--- config.mk ---
export PLATFORM = sky130hd
export DESIGN_NAME = ftdi_tx_engine_flat
export DESIGN_NICKNAME = d
export VERILOG_FILES = /design/src/rtl/ftdi_tx_engine_if.sv /design/src/rtl/ftdi_tx_engine.sv /design/src/flat_wrapper.sv
export SDC_FILE = /design/constraint.sdc
export NUM_CORES = 1
export LEC_CHECK = 0
export BUFFER_PORTS_ARGS = -buffer_cell sky130_fd_sc_hd__buf_2
export CAP_MARGIN = 20
export CELL_PAD_IN_SITES_DETAIL_PLACEMENT = 1
export CELL_PAD_IN_SITES_GLOBAL_PLACEMENT = 2
export CORE_MARGIN = 1.5
export CORE_UTILIZATION = 34
export DETAILED_ROUTE_END_ITERATION = 8
export PLACE_DENSITY_LB_ADDON = 0.1
export SYNTH_ARGS = -nofsm -noshare
export SYNTH_HDL_FRONTEND = slang
export SYNTH_SLANG_ARGS = --single-unit
--- constraint.sdc ---
create_clock -name clk -period 2.7 [get_ports clk]
set_input_delay 0.405 -clock clk [delete_from_list [all_inputs] [get_ports clk]]
set_output_delay 0.405 -clock clk [all_outputs]
set_load 0.1 [all_outputs]
--- src/rtl/ftdi_tx_engine_if.sv ---
`default_nettype none
// ============================================================================
// Module   : ftdi_tx_engine_if
// Summary  : FIFO read port and FT245 synchronous write bus bundle for ftdi_tx_engine.
// Revision : 1.0 - initial release
// ============================================================================
interface ftdi_tx_engine_if #(
    parameter int DATA_WIDTH = 8
);
    logic                  tx_enable;
    logic                  fifo_empty;
    logic                  fifo_rd_en;
    logic [DATA_WIDTH-1:0] fifo_rd_data;
    logic                  ftdi_txe_n;
    logic                  ftdi_wr_n;
    logic [DATA_WIDTH-1:0] ftdi_data;
    logic                  ftdi_data_oe;
    logic                  ftdi_siwu_n;
    logic [15:0]           tx_byte_cnt;

    // Engine side
    modport slave (
        input  tx_enable, fifo_empty, fifo_rd_data, ftdi_txe_n,
        output fifo_rd_en, ftdi_wr_n, ftdi_data, ftdi_data_oe, ftdi_siwu_n, tx_byte_cnt
    );

    // Environment side: FIFO, FTDI device and control
    modport master (
        output tx_enable, fifo_empty, fifo_rd_data, ftdi_txe_n,
        input  fifo_rd_en, ftdi_wr_n, ftdi_data, ftdi_data_oe, ftdi_siwu_n, tx_byte_cnt
    );
endinterface
`default_nettype wire

--- src/rtl/ftdi_tx_engine.sv ---
`default_nettype none
// ============================================================================
// Module   : ftdi_tx_engine
// Summary  : Drains the TX FIFO onto the FT245 synchronous write bus through a
//            2-entry holding buffer; optional send-immediate pulse when
//            FTDI_SEND_IMMEDIATE_EN is defined.
// Revision : 1.0 - initial release
// ============================================================================
module ftdi_tx_engine #(
    parameter int DATA_WIDTH       = 8,
    parameter int SIWU_IDLE_CYCLES = 64
) (
    input  wire             clk,
    input  wire             async_rst_n,
    ftdi_tx_engine_if.slave tx_if
);

    typedef enum logic [1:0] {
        ST_DISABLED = 2'd0,
        ST_ACTIVE   = 2'd1,
        ST_DRAIN    = 2'd2
    } state_t;

    if (SIWU_IDLE_CYCLES < 1) begin : g_siwu_cfg_check
        $error("SIWU_IDLE_CYCLES must be at least 1");
    end

    state_t                state_q, state_d;
    logic [1:0]            occ_q, occ_d;
    logic                  inflight_q, inflight_d;
    logic [DATA_WIDTH-1:0] data_q, data_d;
    logic [DATA_WIDTH-1:0] skid_q, skid_d;
    logic                  wr_n_q, wr_n_d;
    logic                  oe_q, oe_d;
    logic [15:0]           cnt_q, cnt_d;

    logic                  pop;
    logic                  rd_en;
    logic [2:0]            pending;
    logic [1:0]            occ_popped;

    always_comb begin
        state_d = state_q;
        case (state_q)
            ST_DISABLED: if (tx_if.tx_enable) state_d = ST_ACTIVE;
            ST_ACTIVE:   if (!tx_if.tx_enable) state_d = ST_DRAIN;
            ST_DRAIN: begin
                if (tx_if.tx_enable)
                    state_d = ST_ACTIVE;
                else if (occ_q == 2'd0 && !inflight_q)
                    state_d = ST_DISABLED;
            end
            default:     state_d = ST_DISABLED;
        endcase
        oe_d = (state_d != ST_DISABLED);
    end

    always_comb begin
        pop        = ~wr_n_q & ~tx_if.ftdi_txe_n;
        pending    = {1'b0, occ_q} + {2'b00, inflight_q} - {2'b00, pop};
        rd_en      = (state_q == ST_ACTIVE) & ~tx_if.fifo_empty & (pending < 3'd2);
        occ_popped = occ_q - {1'b0, pop};

        data_d = data_q;
        skid_d = skid_q;
        if (pop && occ_q == 2'd2)
            data_d = skid_q;
        // Returning read data fills the lowest entry left free after the pop
        if (inflight_q) begin
            if (occ_popped == 2'd0)
                data_d = tx_if.fifo_rd_data;
            else
                skid_d = tx_if.fifo_rd_data;
        end

        occ_d      = occ_popped + {1'b0, inflight_q};
        inflight_d = rd_en;
        wr_n_d     = (occ_d == 2'd0);
        cnt_d      = cnt_q + {15'd0, pop};
    end

    always_ff @(posedge clk or negedge async_rst_n) begin
        if (!async_rst_n) begin
            state_q    <= ST_DISABLED;
            occ_q      <= 2'd0;
            inflight_q <= 1'b0;
            data_q     <= '0;
            skid_q     <= '0;
            wr_n_q     <= 1'b1;
            oe_q       <= 1'b0;
            cnt_q      <= 16'd0;
        end else begin
            state_q    <= state_d;
            occ_q      <= occ_d;
            inflight_q <= inflight_d;
            data_q     <= data_d;
            skid_q     <= skid_d;
            wr_n_q     <= wr_n_d;
            oe_q       <= oe_d;
            cnt_q      <= cnt_d;
        end
    end

    assign tx_if.fifo_rd_en   = rd_en;
    assign tx_if.ftdi_wr_n    = wr_n_q;
    assign tx_if.ftdi_data    = data_q;
    assign tx_if.ftdi_data_oe = oe_q;
    assign tx_if.tx_byte_cnt  = cnt_q;

`ifdef FTDI_SEND_IMMEDIATE_EN
    localparam logic [15:0] C_SIWU_LIMIT = 16'(SIWU_IDLE_CYCLES);

    logic [15:0] idle_q, idle_d;
    logic        sent_q, sent_d;
    logic        siwu_n_q, siwu_n_d;
    logic        idle_cond;

    // Idle time only counts once something has gone out since the last pulse
    always_comb begin
        idle_cond = (state_q == ST_ACTIVE) && (occ_q == 2'd0) && !inflight_q &&
                    tx_if.fifo_empty && sent_q;
        idle_d    = idle_q;
        sent_d    = sent_q | pop;
        siwu_n_d  = 1'b1;
        if (pop || rd_en) begin
            idle_d = 16'd0;
        end else if (idle_cond) begin
            if (idle_q + 16'd1 == C_SIWU_LIMIT) begin
                idle_d   = 16'd0;
                sent_d   = 1'b0;
                siwu_n_d = 1'b0;
            end else begin
                idle_d = idle_q + 16'd1;
            end
        end
    end

    always_ff @(posedge clk or negedge async_rst_n) begin
        if (!async_rst_n) begin
            idle_q   <= 16'd0;
            sent_q   <= 1'b0;
            siwu_n_q <= 1'b1;
        end else begin
            idle_q   <= idle_d;
            sent_q   <= sent_d;
            siwu_n_q <= siwu_n_d;
        end
    end

    assign tx_if.ftdi_siwu_n = siwu_n_q;
`else
    assign tx_if.ftdi_siwu_n = 1'b1;
`endif

endmodule
`default_nettype wire
--- src/flat_wrapper.sv ---
// flat-port wrapper written by rule: the top's interface ports become plain ports
module ftdi_tx_engine_flat 
#(
    parameter int DATA_WIDTH       = 8,
    parameter int SIWU_IDLE_CYCLES = 64
)
  (clk, async_rst_n, tx_if_tx_enable, tx_if_fifo_empty, tx_if_fifo_rd_data, tx_if_ftdi_txe_n, tx_if_fifo_rd_en, tx_if_ftdi_wr_n, tx_if_ftdi_data, tx_if_ftdi_data_oe, tx_if_ftdi_siwu_n, tx_if_tx_byte_cnt);
  ftdi_tx_engine_if #(.DATA_WIDTH(DATA_WIDTH)) tx_if_i ();
  input  wire clk;
  input  wire async_rst_n;
  input wire logic [$bits(tx_if_i.tx_enable)-1:0] tx_if_tx_enable;
  input wire logic [$bits(tx_if_i.fifo_empty)-1:0] tx_if_fifo_empty;
  input wire logic [$bits(tx_if_i.fifo_rd_data)-1:0] tx_if_fifo_rd_data;
  input wire logic [$bits(tx_if_i.ftdi_txe_n)-1:0] tx_if_ftdi_txe_n;
  output wire logic [$bits(tx_if_i.fifo_rd_en)-1:0] tx_if_fifo_rd_en;
  output wire logic [$bits(tx_if_i.ftdi_wr_n)-1:0] tx_if_ftdi_wr_n;
  output wire logic [$bits(tx_if_i.ftdi_data)-1:0] tx_if_ftdi_data;
  output wire logic [$bits(tx_if_i.ftdi_data_oe)-1:0] tx_if_ftdi_data_oe;
  output wire logic [$bits(tx_if_i.ftdi_siwu_n)-1:0] tx_if_ftdi_siwu_n;
  output wire logic [$bits(tx_if_i.tx_byte_cnt)-1:0] tx_if_tx_byte_cnt;
  assign tx_if_i.tx_enable = tx_if_tx_enable;
  assign tx_if_i.fifo_empty = tx_if_fifo_empty;
  assign tx_if_i.fifo_rd_data = tx_if_fifo_rd_data;
  assign tx_if_i.ftdi_txe_n = tx_if_ftdi_txe_n;
  assign tx_if_fifo_rd_en = tx_if_i.fifo_rd_en;
  assign tx_if_ftdi_wr_n = tx_if_i.ftdi_wr_n;
  assign tx_if_ftdi_data = tx_if_i.ftdi_data;
  assign tx_if_ftdi_data_oe = tx_if_i.ftdi_data_oe;
  assign tx_if_ftdi_siwu_n = tx_if_i.ftdi_siwu_n;
  assign tx_if_tx_byte_cnt = tx_if_i.tx_byte_cnt;
  ftdi_tx_engine #(.DATA_WIDTH(DATA_WIDTH), .SIWU_IDLE_CYCLES(SIWU_IDLE_CYCLES)) u_core (.clk(clk), .async_rst_n(async_rst_n), .tx_if(tx_if_i));
endmodule
== After elaboration in Yosys (flattened, before gate mapping) ==
Cells that the tools add are included.
Storage, ports and cells
  flip-flop bits (word level): 39
  bits in latches: 0
  RAM bits: 0
  ROM bits: 0
  input bits: 13
  output and inout bits: 28
  word-level logic and storage cells: 41
  memories kept: 0
Operators by class
  add/sub/neg operators: 5
  multipliers: 0
  div/mod/pow operators: 0
  order comparisons: 1
  eq/ne operators: 3
  shifts and indexed selects: 0
  multiplexer cells: 8
  bitwise gates (word level): 7
  reduce and logical (&&, ||, !) cells: 9
Operators with widths (number)
  $mux 8: 3
  $add 16x1->16: 1
  $logic_not 2->1: 4
  $mux 2: 4
  $pmux 2 s3: 1
  $eq 2x2->1 const B: 2
  $not 1->1: 4
  $add 2x1->3: 1
  $and 1x1->1: 3
  $lt 3x2->1 const B: 1
  $sub 3x1->3: 1
  $add 2x1->2: 1
  $eq 2x1->1 const B: 1
  $logic_and 1x1->1: 2
  $reduce_and 2->1: 1
  $reduce_bool 2->1: 1
  $sub 2x1->2: 1
  $logic_not 1->1: 1

== Depth between registers and ports, before layout ==
Gate-level depths: netlist (run 1).
  word-level depth: 6
  mapped depth: 8
  depth with buffers taken out: 7

== Worst setup path before layout (run 1) ==
No wires, ideal clock.
  path type: flip-flop to flip-flop
  start point: reg u_core.wr_n_q, in the netlist u_core.tx_if.ftdi_wr_n
  end point: reg u_core.inflight_q
  setup time: 0.424 ns
  data arrival time: 4.828 ns
  data required time: 2.276 ns
  slack: -2.552 ns
  cell stages (with the launch flop): 8
  path buffers: 0
  clock period less this slack: 5.252 ns
  cell sequence: dfstp_2 -> o21ai_1 -> nand2_4 -> ha_1 -> inv_1 -> fa_1 -> inv_1 -> nor4_1
On the way
  longest elaborated chain between the ends: 5
RTL lines
  from (decl): line ftdi_tx_engine.sv:33  | logic wr_n_q, wr_n_d;
  from (signal assigned): line ftdi_tx_engine.sv:98  | wr_n_q <= wr_n_d;
  $not 1->1: line ftdi_tx_engine.sv:59  | pop = ~wr_n_q & ~tx_if.ftdi_txe_n;
  $and 1x1->1: line ftdi_tx_engine.sv:59
  $sub 3x1->3: line ftdi_tx_engine.sv:60  | pending = {1'b0, occ_q} + {2'b00, inflight_q} - {2'b00, pop};
  $lt 3x2->1: line ftdi_tx_engine.sv:61  | rd_en = (state_q == ST_ACTIVE) & ~tx_if.fifo_empty & (pending < 3'd2);
  $and 1x1->1: line ftdi_tx_engine.sv:61
  named net tx_if_fifo_rd_en: line flat_wrapper.sv:15  | output wire logic [$bits(tx_if_i.fifo_rd_en)-1:0] tx_if_fifo_rd_en;
  to (signal assigned): line ftdi_tx_engine.sv:95  | inflight_q <= inflight_d;
  to (decl): line ftdi_tx_engine.sv:30  | logic inflight_q, inflight_d;
The timed path passes the listed nets, and every way through them passes these cells.
A chain may end at the register's enable or synchronous reset.

== Final worst setup path (run 1) ==
  start point: reg u_core.wr_n_q, in the netlist u_core.tx_if.ftdi_wr_n
  end point: out tx_if_fifo_rd_en
On the way
  longest elaborated chain between the ends: 5
RTL lines (line)
  $not 1->1: ftdi_tx_engine.sv:59
  $and 1x1->1: ftdi_tx_engine.sv:59
  $sub 3x1->3: ftdi_tx_engine.sv:60
  $lt 3x2->1: ftdi_tx_engine.sv:61
  $and 1x1->1: ftdi_tx_engine.sv:61
  to (decl): flat_wrapper.sv:15
No other way between the ends.

==> results of run 1 <==
## how the worst max path moves through the flow
stage / from / end / slack [ns] / cells past startpoint
6_report: u_core.tx_if.ftdi_wr_n / tx_if_fifo_rd_en / -0.16 / 8
5_1_grt: u_core.tx_if.ftdi_wr_n / tx_if_fifo_rd_en / -0.26 / 8
4_1_cts: u_core.tx_if.ftdi_wr_n / tx_if_fifo_rd_en / -0.18 / 8
3_5_place_dp: tx_if_ftdi_txe_n / tx_if_fifo_rd_en / -0.01 / 9
3_3_place_gp: tx_if_ftdi_txe_n / tx_if_fifo_rd_en / 0.05 / 9
2_1_floorplan: u_core.tx_if.ftdi_wr_n / tx_if_fifo_rd_en / -0.63 / 8
## cell usage in the layout (no fill, tap or decap), types with 2 or more instances in the layout
cell and instances:
a21oi_1 8, nand4_1 2, buf_2 38, xor2_1 4, mux2i_1 8, mux2_2 8
dfrtp_1 38, and4_1 4, buf_4 2, inv_1 3, xnor2_1 11, nor2_1 10
clkbuf_8 6, and3_1 2, inv_2 2, nand2_1 3, nand3_1 6, ha_1 3
## cells by family (layout without fill, tap and decap cells)
kind of cell,Yosys count,after routing,share of synthesized area
other cells,1,1,0.00220
simple gates,34,34,0.124
mux,16,16,0.100
buf+inv,9,54,0.0309
compound gates,13,13,0.0507
fa+ha+maj,5,5,0.0412
xor+xnor,15,15,0.0772
flops,39,39,0.574
## registers in the layout, summed over array words and instances (netlist names)
| name | count |
|---|---|
| u_core.tx_if.ftdi_data_oe | 1 |
| u_core.skid_q | 8 |
| u_core.occ_q | 2 |
| u_core.tx_if.ftdi_data | 8 |
| u_core.tx_if.ftdi_wr_n | 1 |
| u_core.state_q | 2 |
| u_core.inflight_q | 1 |
| u_core.tx_if.tx_byte_cnt | 16 |
## through the flow
stage	utilization	hold WS [ns]	TNS, ns	cell area (µm²)	setup slack [ns]
6_report	0.445	0.231	-0.156	2130	-0.156
5_1_grt	0.445	0.283	-0.265	2130	-0.265
4_1_cts	0.445	0.268	-0.180	2130	-0.180
3_5_place_dp	0.420	0.465	-0.0121	2010	-0.0121
3_3_place_gp	0.420	0.457	0	2010	0.0468
2_1_floorplan	-	0.109	-1.10	1730	-0.633
## layout make-up
class | instances | area (µm²)
Clock buffer | 6 | 82.6
Clock inverter | 2 | 35.0
Fill cell | 520 | 2660
Inverter | 5 | 18.8
Multi-Input combinational cell | 84 | 704
Sequential cell | 39 | 981
Tap cell | 67 | 83.8
Timing Repair Buffer | 41 | 225
## metal layers
layer  up-vias  GRT usage
li1        538          -
met3         5     0.0357
met4         0     0.0679
met5         -          0
met2        25      0.234
met1       571      0.185
## repair_timing
action	4_1_cts	5_1_grt
pin swaps	1	0
gates cloned	0	0
endpoints found under the setup margin	1	1
gates resized for setup	1	0
==> impl_metrics.ini, run 1 <==
[clocking]
clk_pin_slew_worst_paths_ns = 0.08
cts.sinks = 39
cts_buffers = 5
cts_tree = built
ctsHoldBuffers = 0
clkLatencyLatePin_ns = 0.29
htree_num_levels = 2
cts_setup_buffers = 0
clock-root-buffer = clkbuf_8
cts_buffer_depth = 2

[floorplanning]
ios = 41
die_h_um = 73.7
die_w_um = 73.7
initial_core_util = 0.356
rows = 25
core_mm2 = 0.00479
dieArea_mm2 = 0.00544

[sta]
worst_pin_slew_ns = 0.878
maxSlewViolCount = 0
min_period_ns = 2.86
skew_ns = 0.00658
rsz0062_at_grt = true
fin_ws_ns = -0.156
clock.fmax_mhz = 350
relSlewSlack = 0.414
finalSetupViolCount = 1
post-route-period-util = 1.06
finalHoldViolCount = 0

[final_layout]
final_cells = 244
drive_gt1_frac = 0.390
nets = 194
antennaDiodeCount = 0
area_delta_synth_final_pct = 25.2

[setup_path]
r2r-start = u_core.tx_if.ftdi_wr_n
critPathTopFamily = simple AND/OR/NAND/NOR gates
worst-path-buf-inv = 3
critPathMaxFanout = 4
cp-end-kind = primary output
max_stage_delay_ns = 0.49
crit_chain = or3_4, nand2_4, ha_4, inv_2, fa_1, inv_2, nor4_4, buf_12
slowest_stage = fa_1
path_class = reg -> out
rrSetupSlack_ns = 0.46
cp.required_ns = 2.30
reg2reg_to = u_core.tx_if.ftdi_data[3]
start_kind = flop
rr_worst_depth = 6
cp.arrival_ns = 2.45
crit_top_cell = inv_2

[synthesis]
synth_edf_count = 0
synth_cells = 132
synth_nets = 150
synth_ff_type = dfrtp_1
synth_most_common_cell = dfrtp_1
synth_seq_cells = 39
synth_cell_types = 32
ys_seq_area_frac = 0.574
synthTopCellsByArea = dfrtp_1, xnor2_1, mux2_2
async_flop_share = 1.00
synth_warnings = 0
synth_top_area_frac = 0.559
avgSynthCellArea_um2 = 12.9
synthTopCellsByCount = dfrtp_1, xnor2_1, nor2_1
netlist_area_mm2 = 0.00170
yosys.area.top_type = dfrtp_1

[route]
drtAntennaViolNets = 0
drc = 0
wirelength_um = 3500
wl_met1_um = 1540
wl_per_cell_um = 14.3
wl_met3_um = 151
drtIter0Drc = 30
vias = 1139
dr.pass1.iters = 3
avgViaCountPerCell = 4.67
wl_met2_um = 1770
top_layer = met4

[place]
gp_congestion = 0.704
dp_hpwl_um = 2530
dp.cells = 236
io_buffer_count = 39

[grt]
grt_pass1_vias = 1208
grt_pass1_wl_um = 5880
grt_overflow = 0
grt_usage = 0.146
antenna_found_initial = 0
grt_start_max_net_pins = 40

[worst_hold_path]
min_path_type = in -> async

[flow_run]
maxCapViolations = 0

[run_status]
failed_checks = negative setup slack
status = complete, but fails checks
Power of run 1 is not shown: default switching activity piles up to over one toggle a cycle in this logic, so the estimate is an artifact.
==> run 2, diff against run 1 <==
--- a/config.mk
+++ b/config.mk
@@ -6,8 +6,9 @@
 export NUM_CORES = 1
 export LEC_CHECK = 0
-export BUFFER_PORTS_ARGS = -buffer_cell sky130_fd_sc_hd__buf_2
+export BUFFER_PORTS_ARGS = -buffer_cell sky130_fd_sc_hd__clkbuf_2
 export CAP_MARGIN = 20
 export CELL_PAD_IN_SITES_DETAIL_PLACEMENT = 1
 export CELL_PAD_IN_SITES_GLOBAL_PLACEMENT = 2
+export CORE_ASPECT_RATIO = 2
 export CORE_MARGIN = 1.5
 export CORE_UTILIZATION = 34
==> constraint.sdc (replaced) <==
create_clock -name clk -period 2.7 [get_ports clk]
set_input_delay 0.405 -clock clk [delete_from_list [all_inputs] [get_ports clk]]
set_output_delay 0.405 -clock clk [all_outputs]
set_load 0.005 [all_outputs]
==> run 2 against run 1 <==
  * The flow now finishes without violations
  * Sequential share of layout area up 0.31 points
  * Maximum frequency up 7.6%
  * Non-clock buffer count up 6
  * Critical path depth unchanged
  * Final area down 1.1%
  * Clock-buffer cell count up 1
  * First-iteration DRC count down 70%
  * Highest routed layer unchanged
==> impl_metrics.ini, run 2 (synthesis gave the netlist of run 1 again) <==
[final_layout]
most-common-layout-cells = clkbuf_2, dfrtp_1, xnor2_1
nets = 200
fillerInstances = 560
multi_input_comb_area_um2 = 704
seqCellArea_um2 = 977
antennaDiodeCount = 0
finalInstanceArea_mm2 = 0.00211
largest_reg_flops = 16
final_cells = 240
area_delta_synth_final_pct = 23.9
drive_gt1_frac = 0.399

[route]
drc = 0
wl_per_cell_um = 15.7
wirelength_um = 3760
vias = 1180
dr.pass1.iters = 4
avgViaCountPerCell = 4.92
drtIter0Drc = 9
drtAntennaViolNets = 0

[clocking]
cts_buffers = 5
cts_tree = built
ctsHoldBuffers = 0
clkLatencyLatePin_ns = 0.28
cts.sinks = 39
clk_pin_slew_worst_paths_ns = 0.07
htree_num_levels = 2
cts_buffer_depth = 2
clock-root-buffer = clkbuf_8

[power]
power.density_mw_per_mm2 = 961
p_total_mw = 2.03
vdd_drop_max_v = 0.000407
p_leak_nw = 1.04

[setup_path]
slowest_stage = fa_1
reg2reg_to = u_core.tx_if.ftdi_data[4]
crit_top_cell = inv_2
start_kind = flop
critical_path.startpoint = u_core.tx_if.ftdi_wr_n
crit_end = tx_if_fifo_rd_en
rrSetupSlack_ns = 0.39
cp.required_ns = 2.30
r2r-start = u_core.tx_if.ftdi_wr_n
crit_chain = or3_4, nand2_4, ha_4, inv_2, fa_1, inv_2, nor4_4, buf_2
critPathMaxFanout = 3
path_class = reg -> out
cp_num_cells = 8
cp-end-kind = primary output
cp.arrival_ns = 2.25
critPathTopFamily = simple AND/OR/NAND/NOR gates
max_stage_delay_ns = 0.49
rr_worst_depth = 6
worst-path-buf-inv = 3

[sta]
min_period_ns = 2.66
relSlewSlack = 0.340
clock.fmax_mhz = 377
post-route-period-util = 0.984
tns_ns = 0
holdWs_ns = 0.281
finalSetupViolCount = 0
rsz0062_at_grt = true
worst_pin_slew_ns = 0.990
skew_ns = 0.00451
finalHoldViolCount = 0
maxSlewViolCount = 0

[grt]
grt_start_max_net_pins = 40
grt_usage = 0.157
grt_overflow = 0
grt_pass1_vias = 1319
grt_pass1_wl_um = 6210
antenna_found_initial = 0

[place]
dp.cells = 225
dp_hpwl_um = 2830
gp_congestion = 0.740
io_buffer_count = 39
place_area_mm2 = 0.00194

[floorplanning]
initial_core_util = 0.350
rows = 36
ios = 41
dieArea_mm2 = 0.00546
core_mm2 = 0.00486
die_w_um = 53.0
die_h_um = 103

[flow_run]
maxCapViolations = 0

[run_status]
status = finished, final reports clean

[worst_hold_path]
min_path_type = in -> async
==> run 2: cell count changes in the layout (fill, tap and decap cells not counted) <==
cell	delta
buf_12	-1
buf_2	-37
buf_4	+6
bufinv_16	-1
clkbuf_1	+2
clkbuf_2	+38
clkbuf_8	-1
dfstp_2	+1
dfstp_4	-1
==> run 2: per-layer routing <==
| layer | track usage | vias up | routed length, µm |
|---|---|---|---|
| li1 | - | 547 | - |
| met4 | 0.0592 | 0 | 60 |
| met1 | 0.155 | 598 | 1300 |
| met3 | 0.0275 | 5 | 123 |
| met5 | 0 | - | 0 |
| met2 | 0.306 | 30 | 2270 |
==> run 2: final cells by class <==
class,instances,area share
Clock buffer,7,0.0362
Clock inverter,1,0.00237
Inverter,5,0.00890
Multi-Input combinational cell,84,0.334
Sequential cell,39,0.464
Tap cell,57,0.0338
Timing Repair Buffer,47,0.121
==> run 2: how the worst min path moves through the flow <==
stage	from	depth (start not counted)	slack [ns]	endpoint
finish	async_rst_n	1	0.28	u_core.skid_q[4]
global placement	u_core.tx_if.tx_byte_cnt[15]	1	0.46	u_core.tx_if.tx_byte_cnt[15]
CTS	tx_if_tx_enable	2	0.28	u_core.state_q[1]
global route	tx_if_tx_enable	2	0.30	u_core.state_q[1]
floorplan	async_rst_n	0	0.11	u_core.inflight_q
detailed placement	u_core.tx_if.tx_byte_cnt[15]	1	0.46	u_core.tx_if.tx_byte_cnt[15]
==> run 2: stage by stage <==
step,utilization,worst slack (ns)
6_report,0.433,0.0444
2_1_floorplan,-,0.283
3_5_place_dp,0.399,0.00341
5_1_grt,0.433,-0.0812
3_3_place_gp,0.399,0.0450
4_1_cts,0.430,-0.0262
==> run 2: repair_timing <==
item | in CTS | in global routing
pin swaps | 3 | 2
setup buffers | 5 | 2
setup endpoints to repair | 1 | 1
resized for setup | 7 | 1
==> run 2: where the power goes <==
group / leakage, nW / internal (mW) / switching, mW
registers: 0.496 / 0.782 / 0.140
logic: 0.500 / 0.385 / 0.350
clock network: 0.0422 / 0.181 / 0.187
Power figures use the tool's default switching activity.
==> run 3, diff against run 2 <==
Clock period 2.7 ns to 2.63 ns, I/O delays scaled along.
==> run 3 against run 2 <==
  * The flow now finishes with violations (negative setup slack)
  * Total power increased by 2.3%
  * Cell count is 0.42% lower
  * Clock skew rose by 0.0015 ns
  * Sequential power up 2.9%
  * Critical path depth did not move
  * First-iteration DRC count is 44% lower
  * Core utilization is 0.18 points lower
  * Sequential share of layout area rose by 0.19 points
  * Largest power group unchanged
==> impl_metrics.ini, run 3 (synthesis gave the netlist of run 1 again) <==
[route]
drtIter0Drc = 5
wl_per_cell_um = 15.5
wirelength_um = 3710
drtAntennaViolNets = 0
drc = 0
dr.pass1.iters = 3
vias = 1189
avgViaCountPerCell = 4.97

[setup_path]
max_stage_delay_ns = 0.48
worst-path-buf-inv = 3
cp.arrival_ns = 2.26
cp-end-kind = primary output
critPathTopFamily = simple AND/OR/NAND/NOR gates
start_kind = flop
crit_top_cell = inv_2
critPathMaxFanout = 2
cp.required_ns = 2.24
crit_chain = or3_4, nand2_4, ha_4, inv_2, fa_1, inv_2, nor4_4, buf_2
slowest_stage = fa_1
path_class = reg -> out

[grt]
grt_pass1_wl_um = 6050
grt_start_max_net_pins = 40
grt_overflow = 0
grt_usage = 0.155
antenna_found_initial = 0
grt_pass1_vias = 1298

[sta]
min_period_ns = 2.65
worst_pin_slew_ns = 0.961
fin_ws_ns = -0.0208
relSlewSlack = 0.359
post-route-period-util = 1.01
rsz0062_at_grt = true
holdWs_ns = 0.247
clock.fmax_mhz = 377
skew_ns = 0.00600
maxSlewViolCount = 0
finalHoldViolCount = 0
finalSetupViolCount = 1

[worst_hold_path]
min_path_type = in -> async

[floorplanning]
die_w_um = 53.0
rows = 36
core_mm2 = 0.00486
ios = 41
initial_core_util = 0.350
die_h_um = 103
dieArea_mm2 = 0.00546

[clocking]
clock-root-buffer = clkbuf_8
ctsHoldBuffers = 0
htree_num_levels = 2
cts.sinks = 39
clkLatencyLatePin_ns = 0.29
cts_tree = built
cts_buffers = 5
clk_pin_slew_worst_paths_ns = 0.07
cts_buffer_depth = 2

[place]
post-place-ws_ns = 0.00193
dp_hpwl_um = 2760
gp_congestion = 0.750
place_area_mm2 = 0.00196
io_buffer_count = 39

[power]
p_leak_nw = 1.03
power.density_mw_per_mm2 = 987
vdd_drop_max_v = 0.000390

[final_layout]
drive_gt1_frac = 0.390
largest_reg_flops = 16
multi_input_comb_area_um2 = 704
nets = 199
most-common-layout-cells = clkbuf_2, dfrtp_1, xnor2_1
antennaDiodeCount = 0
area_delta_synth_final_pct = 23.4
seqCellArea_um2 = 977
finalInstanceArea_mm2 = 0.00210
fillerInstances = 540

[run_status]
failed_checks = negative setup slack
status = complete, but fails checks

[flow_run]
maxCapViolations = 0
run 3: per-stage QoR:
step | std cells | power [mW] | util | setup TNS (ns)
after global placement | 227 | 1.56 | 0.402 | 0
after CTS | 238 | 2.10 | 0.430 | -0.0727
after floorplan | 132 | 1.34 | - | 0
after global routing | 239 | 2.23 | 0.432 | -0.132
after detailed placement | 227 | 1.62 | 0.402 | 0
final | 239 | 2.07 | 0.432 | -0.0208
run 3: per-layer routing:
layer  GRT usage  up-vias  share of wire
met5           0        -              0
met4      0.0710        0          0.018
met3      0.0319        6          0.035
met2       0.297       31           0.61
met1       0.151      609           0.34
li1            -      543              -
run 3: worst reg2reg max path: stages (launching register included):
cell	delay [ns]
dfrtp_1	0.38
or3_4	0.41
buf_4	0.18
ha_1	0.33
nand4b_2	0.49
nor2_1	0.25
a21oi_2	0.04
run 3: report_power, final:
| group | switching, mW | internal (mW) | leakage (nW) | total (mW) |
|---|---|---|---|---|
| combinational | 0.347 | 0.385 | 0.495 | 0.732 |
| clock | 0.202 | 0.189 | 0.0395 | 0.391 |
| sequential | 0.147 | 0.803 | 0.496 | 0.950 |
| total | 0.696 | 1.38 | 1.03 | 2.07 |
run 3: repair_timing:
| action | 4_1_cts | 5_1_grt |
|---|---|---|
| buffers inserted | 3 | 1 |
| endpoints found under the setup margin | 1 | 1 |
| pin swaps | 3 | 3 |
| gates resized for setup | 7 | 1 |
| endpoints found under the hold margin | 0 | 0 |
run 3: final cells by class:
class | count | share of cell area
clock buffer | 8 | 0.0381
sequential | 39 | 0.465
inverter | 5 | 0.00894
tap | 57 | 0.0340
multi-input combinational | 84 | 0.336
timing repair buffer | 46 | 0.118
run 3: worst paths after layout:
| path | endpoint | cells past startpoint | startpoint | slack, ns |
|---|---|---|---|---|
| worst max register to register | u_core.tx_if.ftdi_data[6] | 6 | u_core.occ_q[0] | 0.43 |
| worst min register to register | u_core.tx_if.tx_byte_cnt[15] | 1 | u_core.tx_if.tx_byte_cnt[15] | 0.48 |
| worst min-delay path | u_core.skid_q[4] | 1 | async_rst_n | 0.25 |
| worst max-delay path | tx_if_fifo_rd_en | 8 | u_core.occ_q[0] | -0.02 |
| max in group asynchronous | u_core.tx_if.ftdi_data_oe | 1 | async_rst_n | 1.79 |
| min in group clk | u_core.state_q[1] | 2 | tx_if_tx_enable | 0.27 |
